[src/rtl/wb_addr_dec_if.sv]
// -----------------------------------------------------------------------------
// wb_addr_dec_if
//
// Master-side Wishbone bus between the request translator and the address
// decoder. The signal names match the decoder's port names, so the suffix
// shows the direction as seen from the decoder.
//
//   cyc_i      master cycle
//   stb_i      master strobe
//   adr_i      30-bit word address
//   ack_o      registered acknowledge, one-cycle pulse
//   err_o      registered bus error, one-cycle pulse
//   dat_o      registered read data
//   err_adr_o  address of the most recent errored access
//
// Modports:
//   master  the requester (CPU / translator) side
//   slave   the decoder side
// -----------------------------------------------------------------------------
interface wb_addr_dec_if;

  logic        cyc_i;
  logic        stb_i;
  logic [29:0] adr_i;
  logic        ack_o;
  logic        err_o;
  logic [31:0] dat_o;
  logic [29:0] err_adr_o;

  modport master (
    output cyc_i, stb_i, adr_i,
    input  ack_o, err_o, dat_o, err_adr_o
  );

  modport slave (
    input  cyc_i, stb_i, adr_i,
    output ack_o, err_o, dat_o, err_adr_o
  );

endinterface

[src/rtl/wb_addr_dec.sv]
// -----------------------------------------------------------------------------
// wb_addr_dec
//
// Parametrised Wishbone address decoder and response multiplexer. A bit field
// of the word address, adr_i[SEL_HI:SEL_LO], selects one of SLAVES targets.
// The selected slave gets a strobe, and its acknowledge and read data are
// registered back to the master. An access to an index >= SLAVES is unmapped
// and ends with a one-cycle bus error, so the CPU never hangs on a hole in the
// map. When WB_ADDR_DEC_TIMEOUT_EN is defined, a slave that stays silent for
// TIMEOUT cycles also ends the access with a bus error.
//
// Parameters:
//   SLAVES   number of slave ports, 1..16
//   SEL_HI   MSB of the slave-index field in adr_i
//   SEL_LO   LSB of the slave-index field; 2**(SEL_HI-SEL_LO+1) >= SLAVES
//   TIMEOUT  maximum cycles spent waiting on a slave, 1..65535
//            (used only with WB_ADDR_DEC_TIMEOUT_EN)
//
// Compile-time option:
//   WB_ADDR_DEC_TIMEOUT_EN  defined   : timeout counter and timeout error path
//                                       are built in
//                           undefined : the decoder waits indefinitely for an
//                                       ack or a master abort
//
// Ports:
//   clk_i      system clock, the only clock domain
//   rst_i      synchronous active-high reset
//   bus        master-side Wishbone bus (wb_addr_dec_if.slave)
//   slv_stb_o  per-slave strobe, one-hot or zero
//   slv_ack_i  per-slave acknowledge
//   slv_dat_i  per-slave read data; slave n sits at [n*32+31:n*32]
//
// Timing (a request is first seen in IDLE in cycle 0):
//   mapped    slave strobe from cycle 1; a slave ack in cycle k gives ack_o
//             and dat_o in cycle k+1
//   unmapped  err_o in cycle 1; no slave is strobed
//   RESP always returns to IDLE, so a new request is accepted in the cycle
//   after a response.
// -----------------------------------------------------------------------------
module wb_addr_dec #(
  parameter int SLAVES  = 8,
  parameter int SEL_HI  = 29,
  parameter int SEL_LO  = 26,
  parameter int TIMEOUT = 255
) (
  input  logic                   clk_i,
  input  logic                   rst_i,
  wb_addr_dec_if.slave           bus,
  output logic [SLAVES-1:0]      slv_stb_o,
  input  logic [SLAVES-1:0]      slv_ack_i,
  input  logic [SLAVES*32-1:0]   slv_dat_i
);

  localparam int SEL_W = SEL_HI - SEL_LO + 1;

  localparam logic [1:0] ST_IDLE   = 2'd0;
  localparam logic [1:0] ST_ACTIVE = 2'd1;
  localparam logic [1:0] ST_RESP   = 2'd2;

  // ---------------------------------------------------------------------------
  // State
  // ---------------------------------------------------------------------------
  logic [1:0]       state_reg,   state_next;
  logic [SEL_W-1:0] idx_reg,     idx_next;
  logic             ack_reg,     ack_next;
  logic             err_reg,     err_next;
  logic [31:0]      dat_reg,     dat_next;
  logic [29:0]      err_adr_reg, err_adr_next;

`ifdef WB_ADDR_DEC_TIMEOUT_EN
  // Cycles already spent in ACTIVE. The counter stops at TIMEOUT-1 because
  // the access is terminated on that cycle, so it never wraps.
  logic [15:0] cnt_reg, cnt_next;
  // The full request address is kept so that a timeout reports where the
  // access went, even though the master may have moved adr_i since.
  logic [29:0] adr_reg, adr_next;
  logic        timeout_hit;

  assign timeout_hit = (cnt_reg == 16'(TIMEOUT - 1));
`else
  // Without the timeout path nothing depends on TIMEOUT.
  localparam int unused_timeout = TIMEOUT;
`endif

  // ---------------------------------------------------------------------------
  // Request decode
  // ---------------------------------------------------------------------------
  logic [SEL_W-1:0] req_idx;
  logic             req_mapped;
  logic             req_valid;

  assign req_idx    = bus.adr_i[SEL_HI:SEL_LO];
  assign req_mapped = (32'(req_idx) < 32'(SLAVES));
  assign req_valid  = bus.cyc_i & bus.stb_i;

  // ---------------------------------------------------------------------------
  // Selected-slave view, built from the latched index. Each slave compares
  // its own number against the index, and the ack and data are then reduced
  // with OR. Acks and data from the other slaves are masked off here, so
  // they cannot reach the response path in any state.
  // ---------------------------------------------------------------------------
  logic [SLAVES-1:0] sel_onehot;
  logic [31:0]       sel_dat_masked [SLAVES];
  logic [31:0]       sel_dat;
  logic              sel_ack;

  generate
    for (genvar gi = 0; gi < SLAVES; gi++) begin : g_slv
      assign sel_onehot[gi]     = (idx_reg == SEL_W'(gi));
      assign sel_dat_masked[gi] = sel_onehot[gi] ? slv_dat_i[gi*32 +: 32] : 32'd0;
    end
  endgenerate

  always_comb begin
    sel_dat = 32'd0;
    for (int i = 0; i < SLAVES; i++) begin
      sel_dat = sel_dat | sel_dat_masked[i];
    end
  end

  assign sel_ack = |(slv_ack_i & sel_onehot);

  // The strobe is combinational from the state and the latched index. It
  // follows the master's cyc/stb, so an abort removes it in the same cycle.
  // In RESP it is forced low, so a slave can never see a second strobe for
  // a request that has already been answered.
  assign slv_stb_o = ((state_reg == ST_ACTIVE) && bus.cyc_i && bus.stb_i)
                     ? sel_onehot : '0;

  // ---------------------------------------------------------------------------
  // Next-state logic
  // ---------------------------------------------------------------------------
  always_comb begin
    state_next   = state_reg;
    idx_next     = idx_reg;
    ack_next     = 1'b0;            // ack/err are single-cycle pulses
    err_next     = 1'b0;
    dat_next     = dat_reg;         // read data holds between responses
    err_adr_next = err_adr_reg;
`ifdef WB_ADDR_DEC_TIMEOUT_EN
    cnt_next     = cnt_reg;
    adr_next     = adr_reg;
`endif

    case (state_reg)
      ST_IDLE: begin
        if (req_valid) begin
          idx_next = req_idx;
          if (req_mapped) begin
            state_next = ST_ACTIVE;
`ifdef WB_ADDR_DEC_TIMEOUT_EN
            cnt_next   = 16'd0;
            adr_next   = bus.adr_i;
`endif
          end else begin
            // Hole in the map: answer with an error straight away, without
            // strobing any slave.
            state_next   = ST_RESP;
            err_next     = 1'b1;
            dat_next     = 32'd0;
            err_adr_next = bus.adr_i;
          end
        end
      end

      ST_ACTIVE: begin
        // The order of these tests matters. An ack wins over an abort in
        // the same cycle. An ack in the last allowed cycle also wins over
        // the timeout.
        if (sel_ack) begin
          state_next = ST_RESP;
          ack_next   = 1'b1;
          dat_next   = sel_dat;
        end else if (!bus.cyc_i) begin
          // Master abort: drop the access silently.
          state_next = ST_IDLE;
`ifdef WB_ADDR_DEC_TIMEOUT_EN
        end else if (timeout_hit) begin
          state_next   = ST_RESP;
          err_next     = 1'b1;
          dat_next     = 32'd0;
          err_adr_next = adr_reg;
        end else begin
          cnt_next = cnt_reg + 16'd1;
`endif
        end
      end

      // RESP always lasts one cycle, and stb_i is not looked at. The unused
      // encoding also recovers to IDLE.
      default: begin
        state_next = ST_IDLE;
      end
    endcase
  end

  // ---------------------------------------------------------------------------
  // Registers
  // ---------------------------------------------------------------------------
  // Reset also clears ack/err, so a response that was scheduled for the cycle
  // after the reset edge is lost.
  always_ff @(posedge clk_i) begin
    if (rst_i) begin
      state_reg   <= ST_IDLE;
      idx_reg     <= '0;
      ack_reg     <= 1'b0;
      err_reg     <= 1'b0;
      dat_reg     <= 32'd0;
      err_adr_reg <= 30'd0;
    end else begin
      state_reg   <= state_next;
      idx_reg     <= idx_next;
      ack_reg     <= ack_next;
      err_reg     <= err_next;
      dat_reg     <= dat_next;
      err_adr_reg <= err_adr_next;
    end
  end

`ifdef WB_ADDR_DEC_TIMEOUT_EN
  always_ff @(posedge clk_i) begin
    if (rst_i) begin
      cnt_reg <= 16'd0;
      adr_reg <= 30'd0;
    end else begin
      cnt_reg <= cnt_next;
      adr_reg <= adr_next;
    end
  end
`endif

  // ---------------------------------------------------------------------------
  // Outputs
  // ---------------------------------------------------------------------------
  assign bus.ack_o     = ack_reg;
  assign bus.err_o     = err_reg;
  assign bus.dat_o     = dat_reg;
  assign bus.err_adr_o = err_adr_reg;

endmodule

[src/flat_wrapper.sv]
// flat-port wrapper written by rule: the top's interface ports become plain ports
module wb_addr_dec_flat 
#(
  parameter int SLAVES  = 8,
  parameter int SEL_HI  = 29,
  parameter int SEL_LO  = 26,
  parameter int TIMEOUT = 255
)
  (clk_i, rst_i, slv_stb_o, slv_ack_i, slv_dat_i, bus_cyc_i, bus_stb_i, bus_adr_i, bus_ack_o, bus_err_o, bus_dat_o, bus_err_adr_o);
  wb_addr_dec_if bus_i ();
  input  logic clk_i;
  input  logic rst_i;
  output logic [SLAVES-1:0] slv_stb_o;
  input  logic [SLAVES-1:0] slv_ack_i;
  input  logic [SLAVES*32-1:0] slv_dat_i;
  input wire logic [$bits(bus_i.cyc_i)-1:0] bus_cyc_i;
  input wire logic [$bits(bus_i.stb_i)-1:0] bus_stb_i;
  input wire logic [$bits(bus_i.adr_i)-1:0] bus_adr_i;
  output wire logic [$bits(bus_i.ack_o)-1:0] bus_ack_o;
  output wire logic [$bits(bus_i.err_o)-1:0] bus_err_o;
  output wire logic [$bits(bus_i.dat_o)-1:0] bus_dat_o;
  output wire logic [$bits(bus_i.err_adr_o)-1:0] bus_err_adr_o;
  assign bus_i.cyc_i = bus_cyc_i;
  assign bus_i.stb_i = bus_stb_i;
  assign bus_i.adr_i = bus_adr_i;
  assign bus_ack_o = bus_i.ack_o;
  assign bus_err_o = bus_i.err_o;
  assign bus_dat_o = bus_i.dat_o;
  assign bus_err_adr_o = bus_i.err_adr_o;
  wb_addr_dec #(.SLAVES(SLAVES), .SEL_HI(SEL_HI), .SEL_LO(SEL_LO), .TIMEOUT(TIMEOUT)) u_core (.clk_i(clk_i), .rst_i(rst_i), .bus(bus_i), .slv_stb_o(slv_stb_o), .slv_ack_i(slv_ack_i), .slv_dat_i(slv_dat_i));
endmodule
[config.mk]
export PLATFORM = sky130hd
export DESIGN_NAME = wb_addr_dec_flat
export DESIGN_NICKNAME = d
export VERILOG_FILES = /design/src/rtl/wb_addr_dec_if.sv /design/src/rtl/wb_addr_dec.sv /design/src/flat_wrapper.sv
export SDC_FILE = /design/constraint.sdc
export NUM_CORES = 1
export LEC_CHECK = 0
export CAP_MARGIN = 20
export CORE_AREA = 2 2 143 145
export CTS_CLUSTER_SIZE = 40
export DETAILED_ROUTE_END_ITERATION = 10
export DIE_AREA = 0 0 145 147
export SLEW_MARGIN = 20
export SYNTH_ARGS = -nofsm -noshare
export SYNTH_HDL_FRONTEND = slang
export SYNTH_SLANG_ARGS = --single-unit
[constraint.sdc]
create_clock -name clk_i -period 1.8 [get_ports clk_i]
set_input_delay 0.27 -clock clk_i [delete_from_list [all_inputs] [get_ports clk_i]]
set_output_delay 0.27 -clock clk_i [all_outputs]
set_load 0.02 [all_outputs]
==> results.cfg, run 1 <==
[synth]
syn_nets = 836
synth-edff-count = 0
yosysTopAreaCell = dfxtp_1
syn_area_um2 = 4630
ys_async_sr_fraction_pct = 0
ys_warn_count = 0
synth.avg_cell_area_um2 = 8.60
syn_inst = 538
ys_seq_area_share_pct = 30.3
synth_top_area_share_pct = 30.3
ys_ff_latch = 70
netlist_top_cells_area = dfxtp_1 (30%), mux2i_1 (8.9%), mux4_2 (8.8%)
synthFlopType = dfxtp_1
ys_types = 47

[floorplan]
die_w_um = 145
core_area_um2 = 19800
die_area_um2 = 21300
die_h_um = 147
rows = 52
io_pins = 370
initial_core_util_pct = 23.3

[route]
drc_errors = 0
via_per_inst = 4.84
drt.antenna.violating_nets = 0
routed_wl_um = 25300
vias = 5995
firstDrtPassIters = 6
first_iter_violations = 217
wire_per_inst_um = 20.4

[global_routing]
use_met1_pct = 28.8
grt_pass1_vias = 6221
met2_usage_pct = 39.7
grt_max_degree = 44
antenna_found_initial = 0
gr-usage-met3_pct = 6.55
grt-busiest-layer = met2
gr-usage-all-layers_pct = 23.4
grt_overflow = 0
grt_pass1_wl_um = 38000

[finish]
area_growth_syn_to_layout_pct = 112
drive_gt1_share_pct = 20.1
largest_reg_flops = 32
fin_nets = 1261
diodes = 0

[power]
p_int_mw = 3.79
p_sw_mw = 1.40
peakVddDrop_v = 0.000480
power_frac_comb_pct = 33.3
switching_share_pct = 27.0
clockPowerShare_pct = 35.5
cellLeakagePower_nw = 3.49
cellPowerDensity_nw_per_um2 = 529
seqPwrFrac_pct = 31.1
total_power_mw = 5.19

[critical_path]
critPathCaptureType = register
cpMostUsedCell = buf_12
max_stage_delay_ps = 470
worstSetupPathType = register to register
r2r-start = u_core.idx_reg[0]
worst-path-max-fanout = 21
reg2reg_depth = 7
r2r_end = u_core.bus.dat_o[24]
worst_path_max_delay_cell = o41a_4
crit_chain = buf_12, mux2i_4, nor3_2, o41a_4, nor2_8, buf_12, o2bb2ai_1
start_kind = register
worstPathArrival_ps = 2140
cp.required_ps = 2070
r2r_slack_ps = -70

[min_path]
hold_depth = 4
holdPathEnd = u_core.bus.dat_o[18]
min_path_type = primary input to register
hp-start = rst_i

[timing]
fin_crit_ps = 1870
rsz0062_at_grt = true
setup_ws_ps = -72.9
post-route-period-util_pct = 104
setup_viol = 29
finClkSkew_ps = 4.95
hold_viol_final = 0
tightest_slew_ps = 631
whs_ps = 433
finalMaxSlewViolations = 0
maxSlewHeadroom_pct = 57.6
fmax_mhz = 534

[clock_tree]
clockBufferDepth = 2
clk_latency_ps = 340
cts_hold_buf = 0
cts_tree = built
htreeDepth = 3
cts-root-buf = clkbuf_16
cts_buffers = 9
clk_pin_slew_ps = 60
clock_sinks = 70

[status]
violations = negative setup slack
status = complete, but fails checks

[placed_design]
gp_congestion = 0.857
place_hpwl_um = 20200
io_buffers = 369

[run]
cap_violations = 0
-- worst max-delay path: cells and delay by family (launching register included) --
kind                   cells  cell delay (ps)
and+or+nand+nor            2              190
AOI/OAI and AO/OA          2              600
DFF                        1              410
buffers and inverters      2              340
muxes                      1              240
-- worst max-delay path by stage --
stage	start	end	slack (ps)	depth (start not counted)
floorplan	u_core.idx_reg[2]	slv_stb_o[4]	-60	6
global placement	bus_cyc_i	slv_stb_o[4]	-700	6
detailed placement	bus_cyc_i	slv_stb_o[4]	-700	6
CTS	u_core.state_reg[1]	slv_stb_o[4]	-100	5
global route	u_core.idx_reg[0]	u_core.bus.dat_o[26]	-170	7
finish	u_core.idx_reg[0]	u_core.bus.dat_o[24]	-70	7
-- per-layer routing --
metal / up-vias / routed length, µm
met5: - / 0
met4: 0 / 582
met3: 39 / 1800
met2: 249 / 12300
met1: 2827 / 10600
li1: 2880 / -
-- layout make-up --
type / instances / area [µm²]
timing repair buffer: 465 / 4600
sequential: 70 / 1420
tap: 270 / 338
multi-input combinational: 411 / 3120
clock inverter: 6 / 68.8
inverter: 6 / 25.0
clock buffer: 10 / 239
fill: 1913 / 10000
-- repair_timing --
item	4_1_cts	5_1_grt
endpoints found under the setup margin	43	41
cloned	2	0
setup buffers	7	2
pin swaps	11	3
gates resized for setup	68	16
-- power groups by stage --
| stage | Combinational (mW) | Sequential, mW | Clock [mW] |
|---|---|---|---|
| global placement | 1.64 | 1.65 | 0 |
| finish | 1.73 | 1.62 | 1.84 |
| CTS | 1.72 | 1.61 | 1.90 |
| floorplan | 0.554 | 1.68 | 0 |
| global route | 1.84 | 1.62 | 1.96 |
| detailed placement | 1.64 | 1.65 | 0 |
-- metrics by stage --
step / utilization, % / std cells / cell area [µm²] / setup WS [ps] / TNS (ps)
global route: 49.4 / 1238 / 9810 / -169 / -3930
finish: 49.4 / 1238 / 9810 / -72.9 / -1520
floorplan: - / 538 / 4690 / -58.1 / -76.0
CTS: 49.1 / 1236 / 9740 / -101 / -2150
global placement: 46.4 / 1211 / 9210 / -697 / -11620
detailed placement: 46.4 / 1211 / 9210 / -701 / -13550
-- logic make-up (layout without fill, tap and decap cells) --
logic type             after synthesis  after routing  share of synthesized area, %
buffers and inverters               57            487                          6.06
AOI/OAI and AO/OA                  159            159                          24.5
muxes                               76             76                          21.8
DFF                                 70             70                          30.3
and+or+nand+nor                    176            176                          17.4
-- synth_stat cells (5+ instances only) --
| master | n |
|---|---|
| nor2b_1 | 8 |
| dfxtp_1 | 70 |
| a22o_1 | 6 |
| a22oi_1 | 23 |
| o22ai_1 | 12 |
| buf_4 | 5 |
| inv_1 | 5 |
| nor3_1 | 5 |
| nor2_1 | 31 |
| mux2i_1 | 41 |
| mux2_2 | 17 |
| a221oi_1 | 9 |
| nand3_1 | 18 |
| o2bb2ai_1 | 23 |
| a21oi_1 | 47 |
| mux4_2 | 18 |
| o21ai_0 | 8 |
| clkbuf_1 | 23 |
| a211oi_1 | 8 |
| o32ai_1 | 6 |
| buf_2 | 19 |
| nand2_1 | 85 |
| nand2b_1 | 10 |
-- cell usage in the layout, fill, tap and decap left out, types with 9 or more instances in the layout --
master	count
nor2_1	24
o2bb2ai_1	23
clkdlybuf4s50_1	359
mux2_2	17
dfxtp_1	65
clkbuf_16	9
o22ai_1	12
buf_4	79
mux4_2	18
a22oi_1	23
a21oi_1	47
nand2_1	83
mux2i_1	38
buf_12	10
nand3_1	18
Power figures use the tool's default switching activity.
==> run 2: changes to the inputs <==
--- a/config.mk
+++ b/config.mk
@@ -7,10 +7,10 @@
 export LEC_CHECK = 0
 export CAP_MARGIN = 20
 export CORE_AREA = 2 2 143 145
+export CTS_BUF_LIST = sky130_fd_sc_hd__clkbuf_4
 export CTS_CLUSTER_SIZE = 40
 export DETAILED_ROUTE_END_ITERATION = 10
 export DIE_AREA = 0 0 145 147
-export SLEW_MARGIN = 20
 export SYNTH_ARGS = -nofsm -noshare
 export SYNTH_HDL_FRONTEND = slang
 export SYNTH_SLANG_ARGS = --single-unit
==> constraint.sdc (replaced) <==
create_clock -name clk_i -period 2.2 [get_ports clk_i]
set_input_delay 0.33 -clock clk_i [delete_from_list [all_inputs] [get_ports clk_i]]
set_output_delay 0.33 -clock clk_i [all_outputs]
set_load 0.02 [all_outputs]
==> results.cfg, run 2 (same netlist as run 1, synthesis figures left out) <==
[status]
status = completed

[finish]
num-fill-cells = 2003
fin_nets = 1207
area_growth_syn_to_layout_pct = 94.2
seq_area_um2 = 1420
multi_input_area_um2 = 2980
final_common_cell = clkdlybuf4s50_1
drive_gt1_share_pct = 13.5
final_cell_mix = clkdlybuf4s50_1 (360), nand2_1 (84), dfxtp_1 (65)
largest_reg_flops = 32

[route]
via_per_inst = 4.85
routed_wl_um = 24300
first_iter_violations = 304
drc_errors = 0
wire_per_inst_um = 20.4
drt.antenna.violating_nets = 0
firstDrtPassIters = 5
vias = 5753

[floorplan]
die_area_um2 = 21300
core_area_um2 = 19800
io_pins = 370
initial_core_util_pct = 23.3
die_w_um = 145
die_h_um = 147
rows = 52

[clock_tree]
clock_sinks = 70
cts_hold_buf = 0
clk_latency_ps = 470
cts-root-buf = clkbuf_4
cts_tree = built
clockBufferDepth = 2
clk_pin_slew_ps = 140
htreeDepth = 3
cts_buffers = 9

[placed_design]
gp_congestion = 0.836
place_hpwl_um = 19100
io_buffers = 369
post-place-ws_ps = -374

[global_routing]
grt_pass1_wl_um = 36100
grt_overflow = 0
grt_max_degree = 48
antenna_found_initial = 4
gr-usage-all-layers_pct = 22.3
grt_pass1_vias = 5947

[timing]
post-route-period-util_pct = 95.1
whs_ps = 235
hold_viol_final = 0
setup_ws_ps = 107
fin_crit_ps = 2090
fmax_mhz = 478
tightest_slew_ps = 942
rsz0062_at_grt = true
setup_viol = 0
finalSetupTns_ps = 0
finClkSkew_ps = 15.6
finalMaxSlewViolations = 0
maxSlewHeadroom_pct = 37.1

[critical_path]
r2r_slack_ps = 130
start_kind = register
cp.required_ps = 1870
worstPathArrival_ps = 1760
worst-path-max-fanout = 16
worstSetupPathType = register to output pin
critPathCaptureType = output pin

[power]
peakVddDrop_v = 0.000213
cellPowerDensity_nw_per_um2 = 385
cellLeakagePower_nw = 3.08
total_power_mw = 3.46

[min_path]
min_path_type = primary input to register

[run]
cap_violations = 0
## run 2: changes by cell type in the layout (fill, tap and decap cells not counted), sizes merged
| cell | previous run | this run |
|---|---|---|
| buf | 103 | 50 |
| bufbuf | 2 | 0 |
| bufinv | 1 | 0 |
| clkdlybuf4s50 | 359 | 360 |
| clkinv | 3 | 2 |
| clkinvlp | 1 | 0 |
| diode | 0 | 3 |
| dlygate4sd2 | 1 | 0 |
| inv | 7 | 11 |
## run 2: metrics by stage
step / utilization [%] / std cells / area, µm²
after floorplan: - / 538 / 4630
after global routing: 45.3 / 1187 / 8980
final: 45.3 / 1187 / 8980
after CTS: 45.2 / 1184 / 8960
after detailed placement: 44.4 / 1165 / 8800
after global placement: 44.4 / 1165 / 8800
## run 2: where the power goes
group          switching [mW]  total, mW  internal, mW
Combinational           0.482       1.27         0.790
Clock                   0.597      0.859         0.262
Sequential             0.0273       1.33          1.30
## run 2: critical path, cell delays in order, from the launching register on
cell,delay (ps)
dfxtp_2,360
buf_12,150
nor2_2,140
nand4_1,240
nor2_1,200
buf_2,210
## run 2: repair_timing
item | 4_1_cts | 5_1_grt
endpoints found under the setup margin | 9 | 16
setup buffers | 3 | 0
resized for setup | 34 | 14
pin swaps | 2 | 1
## run 2: final cells by class
| cell class | count | area share, % |
|---|---|---|
| Antenna cell | 3 | 0.0836 |
| Multi-Input combinational cell | 411 | 33.2 |
| Clock inverter | 7 | 0.711 |
| Clock buffer | 9 | 0.752 |
| Inverter | 6 | 0.251 |
| Sequential cell | 70 | 15.8 |
| Tap cell | 270 | 3.76 |
| Timing Repair Buffer | 411 | 45.5 |
## run 2: final timing paths
kind | from | endpoint | depth (start not counted)
worst max-delay path | u_core.idx_reg[3] | slv_stb_o[1] | 5
worst min-delay path | rst_i | u_core.idx_reg[1] | 2
worst max register to register | u_core.idx_reg[0] | u_core.bus.dat_o[28] | 7
worst min register to register | u_core.bus.err_adr_o[28] | u_core.bus.err_adr_o[28] | 2
## run 2: routing by layer
metal	global-route usage (%)	vias to the layer above	part of all wire (%)
met5	0	-	0.054
met4	5.89	2	1.6
met1	27.1	2674	42
li1	-	2776	-
met3	5.71	27	7.2
met2	39.4	274	50
